===== src/rtl/fp_mul_seq_if.sv =====
// Operand/result handshake bundle for the sequential binary32 multiplier.
// The producer side uses master; the multiplier core uses slave.
interface fp_mul_seq_if;
  logic        in_valid;
  logic        in_ready;
  logic [31:0] fp_X;
  logic [31:0] fp_Y;
  logic [2:0]  r_mode;
  logic        out_valid;
  logic        out_ready;
  logic [31:0] fp_Z;
  logic        ovrf;
  logic        udrf;

  modport master (
    output in_valid, fp_X, fp_Y, r_mode, out_ready,
    input  in_ready, out_valid, fp_Z, ovrf, udrf
  );

  modport slave (
    input  in_valid, fp_X, fp_Y, r_mode, out_ready,
    output in_ready, out_valid, fp_Z, ovrf, udrf
  );
endinterface


===== src/rtl/fp_mul_seq.sv =====
// Multi-cycle IEEE-754 binary32 multiplier: 24-step shift-add mantissa product,
// one normalise/round cycle, flush-to-zero for subnormal inputs.
module fp_mul_seq #(
  parameter int          MUL_STEPS = 24,
  parameter logic [31:0] CANON_NAN = 32'h7FC00000
) (
  input  logic          clk,
  input  logic          rst,
  fp_mul_seq_if.slave   bus,
  output logic [22:0]   frc_X,
  output logic [22:0]   frc_Y,
  output logic [47:0]   frc_Z_full
);

  typedef enum logic [1:0] {IDLE, MUL, NORM_RND, DONE} state_t;
  typedef enum logic [2:0] {RNE = 3'd0, RTZ = 3'd1, RDN = 3'd2, RUP = 3'd3, RMM = 3'd4} rnd_t;

  function automatic rnd_t decode_mode(input logic [2:0] m);
    case (m)
      3'd1:    return RTZ;
      3'd2:    return RDN;
      3'd3:    return RUP;
      3'd4:    return RMM;
      default: return RNE;
    endcase
  endfunction

  state_t       state, state_d;
  logic [4:0]   cnt;
  logic         sign_q;
  logic [7:0]   ex_q, ey_q;
  rnd_t         mode_q;
  logic         spec_q;
  logic [31:0]  spec_z_q;
  logic [47:0]  mcand_q;
  logic [23:0]  mplier_q;
  logic         accept;

  assign bus.in_ready  = (state == IDLE);
  assign bus.out_valid = (state == DONE);
  assign accept        = bus.in_valid && (state == IDLE);

  // Operand classification, evaluated on the live inputs at acceptance.
  logic [7:0]  x_e, y_e;
  logic        x_nan, y_nan, x_inf, y_inf, x_zero, y_zero;
  logic        sign_in, spec_hit;
  logic [31:0] spec_z;

  // NOTE: every always_comb output gets a value on every path (here by
  // unconditional assignment or a leading default) so no latch is inferred.
  always_comb begin
    x_e      = bus.fp_X[30:23];
    y_e      = bus.fp_Y[30:23];
    x_nan    = (&x_e) & (|bus.fp_X[22:0]);
    y_nan    = (&y_e) & (|bus.fp_Y[22:0]);
    x_inf    = (&x_e) & ~(|bus.fp_X[22:0]);
    y_inf    = (&y_e) & ~(|bus.fp_Y[22:0]);
    x_zero   = ~(|x_e);
    y_zero   = ~(|y_e);
    sign_in  = bus.fp_X[31] ^ bus.fp_Y[31];
    spec_hit = x_nan | y_nan | x_inf | y_inf | x_zero | y_zero;
    if (x_nan || y_nan || (x_inf && y_zero) || (y_inf && x_zero))
      spec_z = CANON_NAN;
    else if (x_inf || y_inf)
      spec_z = {sign_in, 8'hFF, 23'd0};
    else
      spec_z = {sign_in, 31'd0};
  end

  always_comb begin
    state_d = state;
    case (state)
      IDLE:     if (accept) state_d = spec_hit ? NORM_RND : MUL;
      MUL:      if (cnt == 5'(MUL_STEPS - 1)) state_d = NORM_RND;
      NORM_RND: state_d = DONE;
      DONE:     if (bus.out_ready) state_d = IDLE;
      default:  state_d = IDLE;
    endcase
  end

  // Normalise and round the finished 48-bit product.
  logic signed [9:0] e_base, e_norm, e_fin;
  logic [22:0]       mant, mant_f;
  logic [23:0]       mant_r;
  logic              g, s, inc;
  logic [31:0]       res_z;
  logic              res_o, res_u;

  always_comb begin
    e_base = $signed({2'b00, ex_q}) + $signed({2'b00, ey_q}) - 10'sd127;
    if (frc_Z_full[47]) begin
      mant   = frc_Z_full[46:24];
      g      = frc_Z_full[23];
      s      = |frc_Z_full[22:0];
      e_norm = e_base + 10'sd1;
    end else begin
      mant   = frc_Z_full[45:23];
      g      = frc_Z_full[22];
      s      = |frc_Z_full[21:0];
      e_norm = e_base;
    end

    case (mode_q)
      RTZ:     inc = 1'b0;
      RDN:     inc = sign_q & (g | s);
      RUP:     inc = ~sign_q & (g | s);
      RMM:     inc = g;
      default: inc = g & (s | mant[0]);
    endcase

    mant_r = {1'b0, mant} + {23'd0, inc};
    if (mant_r[23]) begin
      mant_f = 23'd0;
      e_fin  = e_norm + 10'sd1;
    end else begin
      mant_f = mant_r[22:0];
      e_fin  = e_norm;
    end

    res_o = 1'b0;
    res_u = 1'b0;
    res_z = {sign_q, e_fin[7:0], mant_f};
    if (e_fin >= 10'sd255) begin
      res_o = 1'b1;
      case (mode_q)
        RTZ:     res_z = {sign_q, 31'h7F7FFFFF};
        RDN:     res_z = sign_q ? 32'hFF800000 : 32'h7F7FFFFF;
        RUP:     res_z = sign_q ? 32'hFF7FFFFF : 32'h7F800000;
        default: res_z = {sign_q, 8'hFF, 23'd0};
      endcase
    end else if (e_fin <= 10'sd0) begin
      res_u = 1'b1;
      res_z = {sign_q, 31'd0};
    end
  end

  // NOTE: state is written only with non-blocking assignments so every
  // register samples the pre-edge values of its neighbours.
  always_ff @(posedge clk) begin
    if (rst) begin
      state      <= IDLE;
      cnt        <= 5'd0;
      sign_q     <= 1'b0;
      ex_q       <= 8'd0;
      ey_q       <= 8'd0;
      mode_q     <= RNE;
      spec_q     <= 1'b0;
      spec_z_q   <= 32'd0;
      mcand_q    <= 48'd0;
      mplier_q   <= 24'd0;
      frc_X      <= 23'd0;
      frc_Y      <= 23'd0;
      frc_Z_full <= 48'd0;
      bus.fp_Z   <= 32'd0;
      bus.ovrf   <= 1'b0;
      bus.udrf   <= 1'b0;
    end else begin
      state <= state_d;
      case (state)
        IDLE: if (accept) begin
          sign_q     <= sign_in;
          ex_q       <= x_e;
          ey_q       <= y_e;
          mode_q     <= decode_mode(bus.r_mode);
          spec_q     <= spec_hit;
          spec_z_q   <= spec_z;
          frc_X      <= bus.fp_X[22:0];
          frc_Y      <= bus.fp_Y[22:0];
          mcand_q    <= {24'd0, 1'b1, bus.fp_X[22:0]};
          mplier_q   <= {1'b1, bus.fp_Y[22:0]};
          frc_Z_full <= 48'd0;
          cnt        <= 5'd0;
        end
        MUL: begin
          if (mplier_q[0]) frc_Z_full <= frc_Z_full + mcand_q;
          mcand_q  <= mcand_q << 1;
          mplier_q <= mplier_q >> 1;
          cnt      <= cnt + 5'd1;
        end
        NORM_RND: begin
          bus.fp_Z <= spec_q ? spec_z_q : res_z;
          bus.ovrf <= ~spec_q & res_o;
          bus.udrf <= ~spec_q & res_u;
        end
        default: ;
      endcase
    end
  end

endmodule

===== src/flat_wrapper.sv =====
// flat-port wrapper written by rule: the top's interface ports become plain ports
module fp_mul_seq_flat 
#(
  parameter int          MUL_STEPS = 24,
  parameter logic [31:0] CANON_NAN = 32'h7FC00000
)
  (clk, rst, frc_X, frc_Y, frc_Z_full, bus_in_valid, bus_fp_X, bus_fp_Y, bus_r_mode, bus_out_ready, bus_in_ready, bus_out_valid, bus_fp_Z, bus_ovrf, bus_udrf);
  fp_mul_seq_if bus_i ();
  input  logic clk;
  input  logic rst;
  output logic [22:0] frc_X;
  output logic [22:0] frc_Y;
  output logic [47:0] frc_Z_full;
  input wire logic [$bits(bus_i.in_valid)-1:0] bus_in_valid;
  input wire logic [$bits(bus_i.fp_X)-1:0] bus_fp_X;
  input wire logic [$bits(bus_i.fp_Y)-1:0] bus_fp_Y;
  input wire logic [$bits(bus_i.r_mode)-1:0] bus_r_mode;
  input wire logic [$bits(bus_i.out_ready)-1:0] bus_out_ready;
  output wire logic [$bits(bus_i.in_ready)-1:0] bus_in_ready;
  output wire logic [$bits(bus_i.out_valid)-1:0] bus_out_valid;
  output wire logic [$bits(bus_i.fp_Z)-1:0] bus_fp_Z;
  output wire logic [$bits(bus_i.ovrf)-1:0] bus_ovrf;
  output wire logic [$bits(bus_i.udrf)-1:0] bus_udrf;
  assign bus_i.in_valid = bus_in_valid;
  assign bus_i.fp_X = bus_fp_X;
  assign bus_i.fp_Y = bus_fp_Y;
  assign bus_i.r_mode = bus_r_mode;
  assign bus_i.out_ready = bus_out_ready;
  assign bus_in_ready = bus_i.in_ready;
  assign bus_out_valid = bus_i.out_valid;
  assign bus_fp_Z = bus_i.fp_Z;
  assign bus_ovrf = bus_i.ovrf;
  assign bus_udrf = bus_i.udrf;
  fp_mul_seq #(.MUL_STEPS(MUL_STEPS), .CANON_NAN(CANON_NAN)) u_core (.clk(clk), .rst(rst), .bus(bus_i), .frc_X(frc_X), .frc_Y(frc_Y), .frc_Z_full(frc_Z_full));
endmodule

===== config.mk =====
export PLATFORM = sky130hd
export DESIGN_NAME = fp_mul_seq_flat
export DESIGN_NICKNAME = d
export VERILOG_FILES = /design/src/rtl/fp_mul_seq_if.sv /design/src/rtl/fp_mul_seq.sv /design/src/flat_wrapper.sv
export SDC_FILE = /design/constraint.sdc
export NUM_CORES = 1
export LEC_CHECK = 0
export BUFFER_PORTS_ARGS = -buffer_cell sky130_fd_sc_hd__buf_2
export CORE_ASPECT_RATIO = 1.4
export CORE_MARGIN = 3
export CORE_UTILIZATION = 39
export CTS_CLUSTER_DIAMETER = 200
export DETAILED_ROUTE_END_ITERATION = 8
export PLACE_DENSITY = 0.66
export SYNTH_ARGS = -nofsm -noshare
export SYNTH_HDL_FRONTEND = slang
export SYNTH_SLANG_ARGS = --single-unit

===== constraint.sdc =====
create_clock -name clk -period 5.8 [get_ports clk]
set_input_delay 0.87 -clock clk [delete_from_list [all_inputs] [get_ports clk]]
set_output_delay 0.87 -clock clk [all_outputs]
set_load 0.005 [all_outputs]

### Yosys cells after proc, flatten, opt, wreduce, memory -nomap -nowiden

Cells that the tools add are included.

| cells by class | value |
|---|---|
| reduce and logical (&&, ||, !) cells | 21 |
| add/sub/neg operators | 7 |
| equality and inequality tests | 16 |
| bitwise operators | 23 |
| mux-type cells | 33 |
| $lt $le $gt $ge | 2 |

Operators with widths:

| operator | count |
|---|---|
| 48-bit case mux with 2 select lines | 2 |
| 32-bit two-way mux | 5 |
| 48-bit two-way mux | 3 |
| 32-bit case mux with 3 select lines | 1 |
| 23-bit OR reduction | 3 |
| 31-bit two-way mux | 2 |
| 48-bit adder | 1 |
| 24-bit case mux with 2 select lines | 1 |
| 23-bit two-way mux | 2 |
| 23-bit by 1-bit adder with 24-bit output | 1 |
| 24-bit two-way mux | 1 |
| 22-bit OR reduction | 1 |
| 10-bit by 2-bit adder with 10-bit output (second input constant) | 2 |
| 10-bit two-way mux | 2 |
| 8-bit AND reduction | 2 |
| 8-bit OR reduction | 2 |
| 3-bit by 2-bit == test with 1-bit output (second input constant) | 4 |
| 3-bit case mux with 4 select lines | 1 |
| 10-bit by 9-bit >= comparator with 1-bit output (second input constant) | 1 |
| 10-bit by 1-bit less-or-equal comparator with 1-bit output (second input constant) | 1 |
| 5-bit case mux with 2 select lines | 1 |
| 10-bit by 8-bit subtractor with 10-bit output (second input constant) | 1 |
| 8-bit by 8-bit adder with 9-bit output | 1 |
| 1-bit AND | 9 |
| other kinds (22) | 52 |

| storage, ports and cells | value |
|---|---|
| word-level logic and storage cells | 118 |
| bits of input ports | 71 |
| flip-flop bits (word level) | 260 |
| output and inout bits | 130 |

### Depth between registers and ports, before layout

Gate-level depths: netlist of run 1.

| logic depth | value |
|---|---|
| word-level depth | 11 |
| mapped depth | 24 |

### Least setup slack after synthesis of run 1

OpenSTA, ideal clock, no wires.

| timing path | value |
|---|---|
| kind | register -> register |
| from | register u_core.frc_Z_full[47] |
| to | register u_core.bus.fp_Z[10] |
| path slack | 0.922 ns |
| cell stages (with the launch flop) | 25 |
| data arrival time | 4.819 ns |
| path through | dfxtp_1 buf_6 clkbuf_1 clkbuf_1 mux2i_1 inv_1 nor4_1 o21ai_0 and3_1 ha_1 nand2_1 a2111o_1 or4_1 and4bb_1 buf_6 and2_4 and2b_4 xor2_1 nand2_1 a21oi_2 a21o_1 buf_6 a2111oi_2 buf_6 a221o_1 |

| on the way | value |
|---|---|
| word-level cells in the longest chain between the ends | 10 |
| elaborated cells between the ends (all ways) | 19 |
| classes of those cells | add/sub: 2; order compare: 2; mux: 10; bitwise: 5 |

Ends and longest elaborated chain:

| what | RTL line | text |
|---|---|---|
| start: declaration | fp_mul_seq.sv:12 | `output logic [47:0] frc_Z_full` |
| start signal: assignment | fp_mul_seq.sv:175 | `if (mplier_q[0]) frc_Z_full <= frc_Z_full + mcand_q;` |
| 1-bit two-way mux / 23-bit two-way mux (equally long branches) | fp_mul_seq.sv:91 | `if (frc_Z_full[47]) begin` |
| 1-bit bitwise OR (on tied branches) | fp_mul_seq.sv:108, fp_mul_seq.sv:105, fp_mul_seq.sv:106 |  |
| 1-bit AND (on tied branches) | fp_mul_seq.sv:108, fp_mul_seq.sv:105, fp_mul_seq.sv:106 |  |
| 1-bit case mux with 4 select lines | fp_mul_seq.sv:103 | `case (mode_q)` |
| 23-bit by 1-bit adder with 24-bit output | fp_mul_seq.sv:111 | `mant_r = {1'b0, mant} + {23'd0, inc};` |
| 10-bit two-way mux | fp_mul_seq.sv:112 | `if (mant_r[23]) begin` |
| 10-bit by 1-bit less-or-equal comparator with 1-bit output | fp_mul_seq.sv:131 | `end else if (e_fin <= 10'sd0) begin` |
| 31-bit two-way mux | fp_mul_seq.sv:131 |  |
| 32-bit two-way mux (*) | fp_mul_seq.sv:123 | `if (e_fin >= 10'sd255) begin` |
| 32-bit two-way mux (*) | fp_mul_seq.sv:181 | `bus.fp_Z <= spec_q ? spec_z_q : res_z;` |
| end signal: assignment | fp_mul_seq.sv:181 |  |
| end: declaration | fp_mul_seq_if.sv:22 | `output in_ready, out_valid, fp_Z, ovrf, udrf` |

Every way passes the cells marked *; elsewhere a longest branch is shown, timed or not.
A chain may end at the register's enable or synchronous reset.

### Worst setup path after layout of run 1

| timing path | value |
|---|---|
| from | register u_core.mode_q[2] |
| to | register u_core.bus.fp_Z[21] |

| on the way | value |
|---|---|
| word-level cells in the longest chain between the ends | 8 |
| elaborated cells between the ends (all ways) | 14 |
| classes of those cells | add/sub: 1; order compare: 2; eq/ne: 4; mux: 7 |

Ends and longest elaborated chain:

| what | RTL line | text |
|---|---|---|
| start: declaration | fp_mul_seq.sv:32 | `rnd_t mode_q;` |
| start signal: assignment | fp_mul_seq.sv:164 | `mode_q <= decode_mode(bus.r_mode);` |
| 3-bit == test (tied with other cells) | fp_mul_seq.sv:103 |  |
| 1-bit case mux with 4 select lines | fp_mul_seq.sv:103 |  |
| 23-bit by 1-bit adder with 24-bit output | fp_mul_seq.sv:111 |  |
| 10-bit two-way mux | fp_mul_seq.sv:112 |  |
| 10-bit by 1-bit less-or-equal comparator with 1-bit output | fp_mul_seq.sv:131 |  |
| 31-bit two-way mux | fp_mul_seq.sv:131 |  |
| 32-bit two-way mux (*) | fp_mul_seq.sv:123 |  |
| 32-bit two-way mux (*) | fp_mul_seq.sv:181 |  |

Marked as above.

==> run metrics, run 1 <==
# setup viols final=0; Critical Path RT=~6.3 ns; initial core utilization=39.82%; Max-Cap Viols=0; crit path cell chain=nor2_1 > ha_1 > a21oi_1 > a21oi_1 > or3_1 > and3_1 > ha_1 > nand2_1 > a2111o_1 > or4_1 > and4bb_1 > buf_4 > and2_4 > and2b_4 > xor2_1 > nand2_1 > a21oi_2 > a21o_1 > a2111oi_2 > a221o_1; area of the multi-input gates=0.008154 mm2; CTS Buf Count=26; layout cells sized above 1=~16%; R2R Setup Slk=0.49 ns; Mapped Area=0.01330 mm2; post-DP HPWL=29630 um; clock slew at reported path FFs=~0.070 ns; Bufs on Longest Clock Path=3; Antenna Nets Post-Route=0; final hold vios=0; Leakage=~6.7 nW; DR vias/cell=about 5.6; Crit Path Category=flip-flop to flip-flop; vias in the first global route=between 10000 and 15000; Setup Buffers After CTS=0; row cnt=between 70 and 80; clock tree from TritonCTS=done; min-delay src=u_core.frc_Y[13]$_SDFFE_PP0P_; type of origin of the critical path=flip-flop; GR Util met1=about a quarter; first-pass GRT wire length=roughly 63000 um; top_reg_cell synth=dfxtp_1; Post-synth EDFFs=0; reg2reg start=u_core.mode_q[2]$_SDFFE_PP0P_; Synth-to-Final Area Change=16.51%; sequential cell area=between 0.004 and 0.005 mm2; Placer Congestion=just over 0.9; Die Ht=224.5 um; Hold Path End=u_core.frc_Y[13]$_SDFFE_PP0P_; HP Class=flip-flop to flip-flop; status=complete, no violations; Mean Syn Cell Area=between 8 and 9 um2; slowest cell delay on critical path=slightly above 1 ns; Tcrit/Tclk final=91.59%; die area=0.03640 mm2; DR iter-0 viols=slightly above 700; Resized cells post-CTS=0; final instance count without filler cells=2224; CTS Root Cell=clkbuf_16; remaining global-route overflow=0; wire per inst=17.95 um; Post-Route WL=39930 um; initial antenna violation count=3; cell area power density=about 370 mW/mm2; met2 usage=36.16%; R2R depth=20; via count=roughly 13000; CORE AREA=between 0.03 and 0.04 mm2; grt met3 use=around 4.4%; Fin Setup TNS=0 ns; gr busiest metal=met2; FF+latch count, synth=231; Worst Path Arrival=~5.8 ns; worst ir drop on vdd=around 0.28 mV; Pins Over Slew Limit=0; slowest stage cell, crit path=a2111oi_2; io pins=201; fillers=roughly 3400; RR Endpoint=u_core.bus.fp_Z[21]$_SDFFE_PP0P_; CP Max Fanout=12; CTS sink cnt=around 230; die width=roughly 160 um; Hold Crit Depth=2; Max Freq=roughly 0.19 GHz; Synth cell types=82; Slew @ Worst Pin=1.232 ns; Worst Skew=around 0.012 ns; Worst slew margin=between 15 and 20%; RSZ-0062 raised after global routing=false; Syn Nets=1749; post-synthesis sequential area ratio=34.76%; Syn Inst Count=about 1600; H-tree levels=1; clk_lat worst skew=between 0.5 and 0.6 ns; Syn. warnings=0; IO Port Bufs=200; Inst Count DP=2176; hold buffer count at cts=0; CP Capture Type=flip-flop; DRT Pass-1 Iters=6; drt drc=0; Final min period=between 5 and 6 ns; Nets=approximately 1900; GRT Total Usage=roughly a fifth; FFs w/ async S/R, synth=0%; largest net degree at the start of global routing=95
power by group:
part	total, mW	internal (mW)	leakage, nW	switching (mW)
combinational	1.96	0.722	4.40	1.24
clock	1.69	0.993	0.416	0.697
sequential	2.03	1.84	1.88	0.189
total	5.69	3.56	6.70	2.13
per-layer routing:
| layer | part of all wire (%) | up-vias |
|---|---|---|
| met5 | 0.068 | - |
| met4 | 3.9 | 4 |
| met3 | 6.6 | 82 |
| met2 | 48 | 363 |
| met1 | 41 | 5899 |
| li1 | - | 6208 |
cell type report:
class / instances / area share, %
Multi-Input combinational cell: 1244 / 52.61
Sequential cell: 231 / 29.84
Timing Repair Buffer: 218 / 7.370
Clock buffer: 35 / 4.811
Tap cell: 445 / 3.592
Inverter: 38 / 0.9202
Clock inverter: 12 / 0.8395
Antenna cell: 1 / 0.01614
critical path: cells and delay by family, from the launching register on:
family	cells	cell delay (ns)
buffers and inverters	1	0.18
flip-flops	1	0.40
XOR/XNOR	1	0.09
AO/OA/AOI/OAI	7	2.39
AND/OR/NAND/NOR	9	1.75
adder cells (fa/ha/maj)	2	0.46
registers in the layout, summed over array words and instances (netlist names), 5 cells and up:
name / count
u_core.mplier_q: 24
u_core.bus.fp_Z: 32
u_core.cnt: 5
u_core.frc_X: 23
u_core.mcand_q: 48
u_core.frc_Z_full: 48
u_core.ey_q: 8
u_core.ex_q: 8
u_core.frc_Y: 23
cell usage in the layout, fill, tap and decap left out, drive strengths merged, types with 13 or more instances in the layout:
cell    count
a211oi     69
a21o       42
a21oi     148
a221o      22
a22o       22
a22oi      52
buf       218
clkbuf     35
dfxtp     231
ha         66
inv        38
mux2i      62
nand2     193
nand2b     17
nand3      36
nand4      21
nor2      164
nor3       13
nor4       27
o21ai      36
xnor2      54
xor2       26
kinds of logic after synthesis:
logic type | share of synthesized area (%)
compound gates | 25.69
xor+xnor | 5.323
fa+ha+maj | 6.508
buf+inv | 4.157
flops | 34.76
mux | 4.834
simple gates | 18.72
worst max path at each step:
stage / start / endpoint / cells past startpoint
3_3_place_gp: u_core.frc_Z_full[7]$_SDFFE_PP0P_ / u_core.bus.fp_Z[21]$_SDFFE_PP0P_ / 18
3_5_place_dp: u_core.frc_Z_full[7]$_SDFFE_PP0P_ / u_core.bus.fp_Z[21]$_SDFFE_PP0P_ / 18
4_1_cts: u_core.mode_q[2]$_SDFFE_PP0P_ / u_core.bus.fp_Z[21]$_SDFFE_PP0P_ / 20
2_1_floorplan: u_core.frc_Z_full[47]$_SDFFE_PP0P_ / u_core.bus.fp_Z[10]$_SDFFE_PP0P_ / 24
5_1_grt: u_core.mode_q[2]$_SDFFE_PP0P_ / u_core.bus.fp_Z[21]$_SDFFE_PP0P_ / 20
6_report: u_core.mode_q[2]$_SDFFE_PP0P_ / u_core.bus.fp_Z[21]$_SDFFE_PP0P_ / 20
stage by stage:
| step | power [mW] | area (um2) | setup WS [ns] | hold WS (ns) | utilization (%) |
|---|---|---|---|---|---|
| after CTS | 5.740 | 15490 | 0.4826 | 0.4530 | 46.38 |
| after floorplan | 3.488 | 13300 | 0.9217 | 0.4400 | - |
| after global routing | 6.058 | 15500 | 0.1107 | 0.4737 | 46.39 |
| after detailed placement | 4.031 | 14620 | 0.5135 | 0.4451 | 43.76 |
| final | 5.685 | 15500 | 0.4879 | 0.4508 | 46.39 |
| after global placement | 3.986 | 14620 | 0.6953 | 0.4390 | 43.76 |
synthesized netlist by cell type, types with 13 or more instances:
cell type | number | area [um2]
a21oi_1 | 147 | 735.7
a22oi_1 | 52 | 390.4
xnor2_1 | 53 | 464.2
ha_1 | 66 | 825.8
nor2_1 | 164 | 615.6
a21o_1 | 42 | 315.3
nor4_1 | 25 | 156.4
mux2i_1 | 62 | 620.6
clkbuf_1 | 80 | 300.3
a22o_1 | 22 | 192.7
o21ai_0 | 30 | 150.1
nand4_1 | 21 | 131.4
a221o_1 | 22 | 220.2
a211oi_1 | 68 | 510.5
nand2_1 | 193 | 724.4
dfxtp_1 | 231 | 4624
xor2_1 | 26 | 227.7
inv_1 | 37 | 138.9
nor3_1 | 13 | 65.06
nand2b_1 | 17 | 106.4
nand3_1 | 36 | 180.2
No activity file was read; power rests on OpenSTA's default activity.
==> run 2, diff against run 1 <==
--- a/config.mk
+++ b/config.mk
@@ -12,6 +12,7 @@
 export CTS_CLUSTER_DIAMETER = 200
 export DETAILED_ROUTE_END_ITERATION = 8
 export PLACE_DENSITY = 0.66
+export RECOVER_POWER = 50
 export SYNTH_ARGS = -nofsm -noshare
 export SYNTH_HDL_FRONTEND = slang
 export SYNTH_SLANG_ARGS = --single-unit
==> run 2 against run 1 <==
Effect of this change: wire length increased by 0.13%; highest routed layer unchanged; largest cell class unchanged; the run now ends with capacitance limit, slew limit left; non-clock buffer count is the same; worst hold slack is essentially flat; final area decreased by 0.84%; setup slack improved by 0.0012 ns; sequential power hardly changed; sequential share of layout area increased by 0.25 points; count of clock-buffer cells in the layout unchanged; fmax is essentially flat; final cell count stayed put; die area is the same; clock skew fell by 0.00082 ns.
==> run metrics, run 2 (synthesized netlist as in run 1, its figures left out) <==
status=finished, violations left; failing checks=capacitance limit, slew limit; crit path cell chain=nor2_1 > ha_1 > a21oi_1 > a21oi_1 > or3_1 > and3_1 > ha_1 > nand2_1 > a2111o_1 > or4_1 > and4bb_1 > buf_4 > and2_4 > and2b_4 > xor2_1 > nand2_1 > a21oi_2 > a21o_1 > a2111oi_2 > a221o_1; clock tree from TritonCTS=done; Resized cells post-CTS=0; CORE AREA=around 0.033 mm2; GRT Total Usage=21.04%; drt drc=0; leading registers by flop count=u_core.frc_Z_full x48, u_core.mcand_q x48, u_core.bus.fp_Z x32; Final Core Density=a little under half; CTS sink cnt=between 200 and 250; Final min period=5.311 ns; IO Port Bufs=200; CP Capture Type=flip-flop; Leakage=between 6 and 7 nW; slowest stage cell, crit path=a2111oi_2; Placer Congestion=slightly above 0.9; slowest cell delay on critical path=1.03 ns; initial antenna violation count=3; Crit path max-delay family=compound AO/OA/AOI/OAI gates; Critical Path RT=approximately 6.3 ns; DR iter-0 viols=772; Die Ht=between 200 and 250 um; post-DP HPWL=29630 um; Fin Setup TNS=0 ns; most frequent cells in the layout=dfxtp_1, nand2_1, nor2_1, a21oi_1, buf_2; vias in the first global route=roughly 12000; HP Class=flip-flop to flip-flop; Buf/Inv on CP=1; DR vias/cell=about 5.6; remaining global-route overflow=0; commonest non-fill, non-tap cell in the layout=dfxtp_1; Setup Slack @ Placement=0.5135 ns; placed inst area=around 0.015 mm2; die area=roughly 0.036 mm2; worst ir drop on vdd=roughly 0.28 mV; largest net degree at the start of global routing=95; reg2reg start=u_core.mode_q[2]$_SDFFE_PP0P_; cell area power density=roughly 370 mW/mm2; post-route cell area=between 0.015 and 0.02 mm2; wire per inst=about 18 um; # setup viols final=0; initial core utilization=39.82%; final hold vios=0; via count=between 10000 and 15000; layout cells sized above 1=11.59%; Bufs on Longest Clock Path=3; type of origin of the critical path=flip-flop; clk_lat worst skew=about 0.54 ns; Tcrit/Tclk final=around nine tenths; Nets=about 1900; smallest setup slack after layout=between 0.4 and 0.5 ns; Crit Path Category=flip-flop to flip-flop; Setup Buffers After CTS=0; Max Freq=approximately 0.19 GHz; clock slew at reported path FFs=~0.07 ns; Synth-to-Final Area Change=15.53%; die width=about 160 um; H-tree levels=1; Post-Route WL=between 30000 and 40000 um; CTS Root Cell=clkbuf_16; Antenna Nets Post-Route=0; CP startpoint=u_core.mode_q[2]$_SDFFE_PP0P_; io pins=roughly 200; DRT Pass-1 Iters=8; hold buffer count at cts=0; Slew @ Worst Pin=between 3 and 4 ns; Worst Skew=approximately 0.011 ns; Max-Cap Viols=3; Pins Over Slew Limit=177; Worst Path Arrival=5.79 ns; CTS Buf Count=26; RSZ-0062 raised after global routing=false; first-pass GRT wire length=about 63000 um; Worst slew margin=-108.1%; Tot Pwr=5.703 mW; CP Max Fanout=12; row cnt=between 70 and 80; min-delay src=u_core.frc_Y[21]$_SDFFE_PP0P_
==> run 2: cell types whose count changed in the layout (fill, tap and decap cells not counted), sizes merged <==
| cell | delta |
|---|---|
| buf | -86 |
| clkbuf | +86 |
==> run 2: cell type report <==
| cell class | count | area [um2] |
|---|---|---|
| inverters | 38 | 142.6 |
| clock inverters | 12 | 130.1 |
| multi-input cells | 1244 | 8154 |
| diodes | 1 | 2.502 |
| fillers | 3411 | 18040 |
| repair buffers | 218 | 1012 |
| flip-flops and latches | 231 | 4626 |
| well taps | 445 | 556.8 |
| clock buffers | 35 | 745.7 |
==> run 2: per-stage QoR <==
step,std cells,hold WS (ns)
finish,2224,0.4512
global route,2224,0.4737
CTS,2223,0.4530
detailed placement,2176,0.4451
global placement,2176,0.4390
floorplan,1610,0.4400
==> run 2: report_power, final <==
part | switching [mW] | internal (mW) | total, mW
clock | 0.698 | 0.993 | 1.69
combinational | 1.24 | 0.734 | 1.97
sequential | 0.193 | 1.84 | 2.04
total | 2.13 | 3.57 | 5.70
==> run 2: path summary, 6_finish.rpt <==
kind / to / depth (start not counted) / slack, ns
setup / recovery: u_core.bus.fp_Z[21]$_SDFFE_PP0P_ / 20 / 0.49
hold / removal: u_core.frc_Y[21]$_SDFFE_PP0P_ / 2 / 0.45
setup reg to reg: u_core.bus.fp_Z[21]$_SDFFE_PP0P_ / 20 / 0.49
hold reg to reg: u_core.frc_Y[21]$_SDFFE_PP0P_ / 2 / 0.45
==> run 2: worst reg2reg max path, stage by stage, from the launching register on <==
cell and delay (ns):
dfxtp_1 0.40, nor2_1 0.09, ha_1 0.28, a21oi_1 0.08
a21oi_1 0.14, or3_1 0.11, and3_1 0.15, ha_1 0.18
nand2_1 0.07, a2111o_1 0.46, or4_1 0.56, and4bb_1 0.28
buf_4 0.18, and2_4 0.19, and2b_4 0.18, xor2_1 0.09
nand2_1 0.12, a21oi_2 0.06, a21o_1 0.33, a2111oi_2 1.03
a221o_1 0.30
==> run 2: per-layer routing <==
layer | wire (um) | GRT usage, % | part of all wire (%) | vias to the layer above
met5 | 27 | 0 | 0.068 | -
met4 | 1449 | 8.122 | 3.6 | 4
met3 | 2488 | 4.403 | 6.2 | 86
met2 | 19420 | 36.16 | 49 | 373
met1 | 16590 | 25.79 | 41 | 5893
li1 | - | - | - | 6209
==> run 3, diff against run 2 <==
--- a/config.mk
+++ b/config.mk
@@ -7,11 +7,11 @@
 export LEC_CHECK = 0
 export BUFFER_PORTS_ARGS = -buffer_cell sky130_fd_sc_hd__buf_2
 export CORE_ASPECT_RATIO = 1.4
-export CORE_MARGIN = 3
+export CORE_MARGIN = 2
 export CORE_UTILIZATION = 39
 export CTS_CLUSTER_DIAMETER = 200
 export DETAILED_ROUTE_END_ITERATION = 8
-export PLACE_DENSITY = 0.66
+export PLACE_DENSITY = 0.68
 export RECOVER_POWER = 50
 export SYNTH_ARGS = -nofsm -noshare
 export SYNTH_HDL_FRONTEND = slang
==> constraint.sdc (replaced) <==
create_clock -name clk -period 4.7 [get_ports clk]
set_input_delay 0.705 -clock clk [delete_from_list [all_inputs] [get_ports clk]]
set_output_delay 0.705 -clock clk [all_outputs]
set_load 0.005 [all_outputs]
==> run 3 against run 2 <==
Effect of this change: the flow still finishes with violations (capacitance limit, slew limit); sequential share of layout area down 0.73 points; flip-flop and latch count unchanged; fmax up 20%; utilization up 0.56 points.
==> run metrics, run 3 (synthesized netlist as in run 1, its figures left out) <==
DRT Pass-1 Iters=6; layout cells sized above 1=between 10 and 15%; Leakage=6.606 nW; Final min period=4.435 ns; failing checks=capacitance limit, slew limit; GRT Total Usage=21.88%; CTS sink cnt=231; Worst Path Arrival=approximately 4.9 ns; slowest cell delay on critical path=between 0.5 and 0.6 ns; clock slew at reported path FFs=0.06 ns; gr busiest metal=met2; remaining global-route overflow=0; Max-Cap Viols=2; slowest stage cell, crit path=or4_1; # setup viols final=0; CP Capture Type=flip-flop; Pins Over Slew Limit=just over 80; largest net degree at the start of global routing=between 100 and 150; row cnt=80; DR iter-0 viols=between 800 and 900; first-pass GRT wire length=roughly 64000 um; Crit path top cell by count=nand2_1; Tcrit/Tclk final=94.36%; Synth-to-Final Area Change=18.41%; Max Freq=0.2255 GHz; Fin Setup TNS=0 ns; CP Max Fanout=12; CTS Root Cell=clkbuf_16; Tot Pwr=around 7.1 mW; CORE AREA=0.03383 mm2; initial core utilization=approximately two fifths; Placer Congestion=0.8492; initial antenna violation count=4; met2 usage=between 30% and 40%; Critical Path RT=between 5 and 6 ns; commonest non-fill, non-tap cell in the layout=dfxtp_1; HP Class=input pin to flip-flop; DR vias/cell=5.680; hold buffer count at cts=0; wire per inst=between 15 and 20 um; Bufs on Longest Clock Path=3; clk_lat worst skew=0.55 ns; fillers=about 3400; Antenna Nets Post-Route=0; final hold vios=0; status=finished, violations left; CTS Buf Count=26; via count=roughly 13000; clock tree from TritonCTS=done; Worst slew margin=-84.04%; crit path cell chain=nand2_1 > nor2_1 > ha_1 > a21oi_1 > a21oi_1 > or3_1 > and3_1 > ha_1 > nand2_1 > a2111o_1 > or4_1 > and4bb_2 > and2_4 > and2b_4 > xor2_1 > nand2_1 > a21oi_2 > a21o_1 > buf_4 > a2111oi_4 > buf_4 > a221o_1; vias in the first global route=between 10000 and 15000; leading registers by flop count=u_core.frc_Z_full x48, u_core.mcand_q x48, u_core.bus.fp_Z x32; GR Util met1=between 20% and 30%; Nets=1939; H-tree levels=1; Worst Skew=0.01803 ns; grt met3 use=under 10%; type of origin of the critical path=flip-flop; sequential cell area=around 0.0046 mm2; Crit Path Category=flip-flop to flip-flop; die area=0.03563 mm2; cell area power density=approximately 450 mW/mm2; worst ir drop on vdd=0.3193 mV; Slew @ Worst Pin=~2.8 ns; Die Ht=between 200 and 250 um; drt drc=0; Post-Route WL=between 40000 and 50000 um; die width=roughly 160 um; area of the multi-input gates=roughly 0.0082 mm2; io pins=about 200; most frequent cells in the layout=dfxtp_1, nand2_1, nor2_1, a21oi_1, buf_2; IO Port Bufs=200; post-DP HPWL=30130 um
==> run 3: changes by cell type in the layout (fill, tap and decap cells not counted), sizes merged <==
cell | previous run | this run
buf | 132 | 179
clkinvlp | 5 | 2
clkbuf | 121 | 119
diode | 1 | 3
bufinv | 2 | 1
==> run 3: area by class of cell <==
| class | count | share of cell area [%] |
|---|---|---|
| Antenna cell | 3 | 0.04765 |
| Clock buffer | 39 | 5.019 |
| Clock inverter | 8 | 0.4924 |
| Inverter | 38 | 0.9054 |
| Multi-Input combinational cell | 1244 | 51.93 |
| Sequential cell | 231 | 29.36 |
| Tap cell | 451 | 3.582 |
| Timing Repair Buffer | 259 | 8.665 |
==> run 3: per-layer routing <==
| metal | vias up | routed length (um) |
|---|---|---|
| met2 | 384 | 19980 |
| met4 | 2 | 1906 |
| met5 | - | 13 |
| met1 | 6123 | 16380 |
| met3 | 100 | 2371 |
| li1 | 6301 | - |
==> run 3: through the flow <==
step / setup WS, ns / instances / util, % / hold WS, ns / area [um2]
2_1_floorplan: 0.08520 / 1610 / - / 0.4400 / 13310
3_3_place_gp: -0.1294 / 2217 / 44.01 / 0.4398 / 14890
3_5_place_dp: -0.2234 / 2217 / 44.01 / 0.4446 / 14890
4_1_cts: 0.1367 / 2264 / 46.61 / 0.3959 / 15770
5_1_grt: -0.02467 / 2271 / 46.55 / 0.4218 / 15750
6_report: 0.2650 / 2273 / 46.56 / 0.4191 / 15750
==> run 3: worst max-delay path: cells and delay by family (launching register included) <==
family	cells	cell delay, ns
AOI/OAI and AO/OA	7	1.30
xor gates and xnor gates	1	0.18
adders and majority gates	2	0.44
buffers and inverters	2	0.33
DFF	1	0.31
and+or+nand+nor	10	1.76
==> run 3: worst paths after layout <==
path                                                    start                          endpoint  slack, ns  cells past startpoint
worst max-delay path            u_core.mode_q[1]$_SDFFE_PP0P_  u_core.bus.fp_Z[21]$_SDFFE_PP0P_       0.26                     22
worst min-delay path                              bus_fp_Y[5]      u_core.frc_Y[5]$_SDFFE_PP0P_       0.42                      3
worst max register to register  u_core.mode_q[1]$_SDFFE_PP0P_  u_core.bus.fp_Z[21]$_SDFFE_PP0P_       0.26                     22
worst min register to register  u_core.frc_X[20]$_SDFFE_PP0P_     u_core.frc_X[20]$_SDFFE_PP0P_       0.45                      2
==> run 3: report_power, final <==
| part | switching, mW | total (mW) | internal [mW] |
|---|---|---|---|
| logic | 1.58 | 2.55 | 0.972 |
| registers | 0.231 | 2.51 | 2.28 |
| clock network | 0.852 | 2.07 | 1.22 |
==> run 3: timing repair <==
action                                  4_1_cts  5_1_grt
endpoints found under the setup margin       12       29
pin swaps                                     0        4
gates resized for setup                       1       10
gates cloned                                  0        3
buffers inserted                              0        3
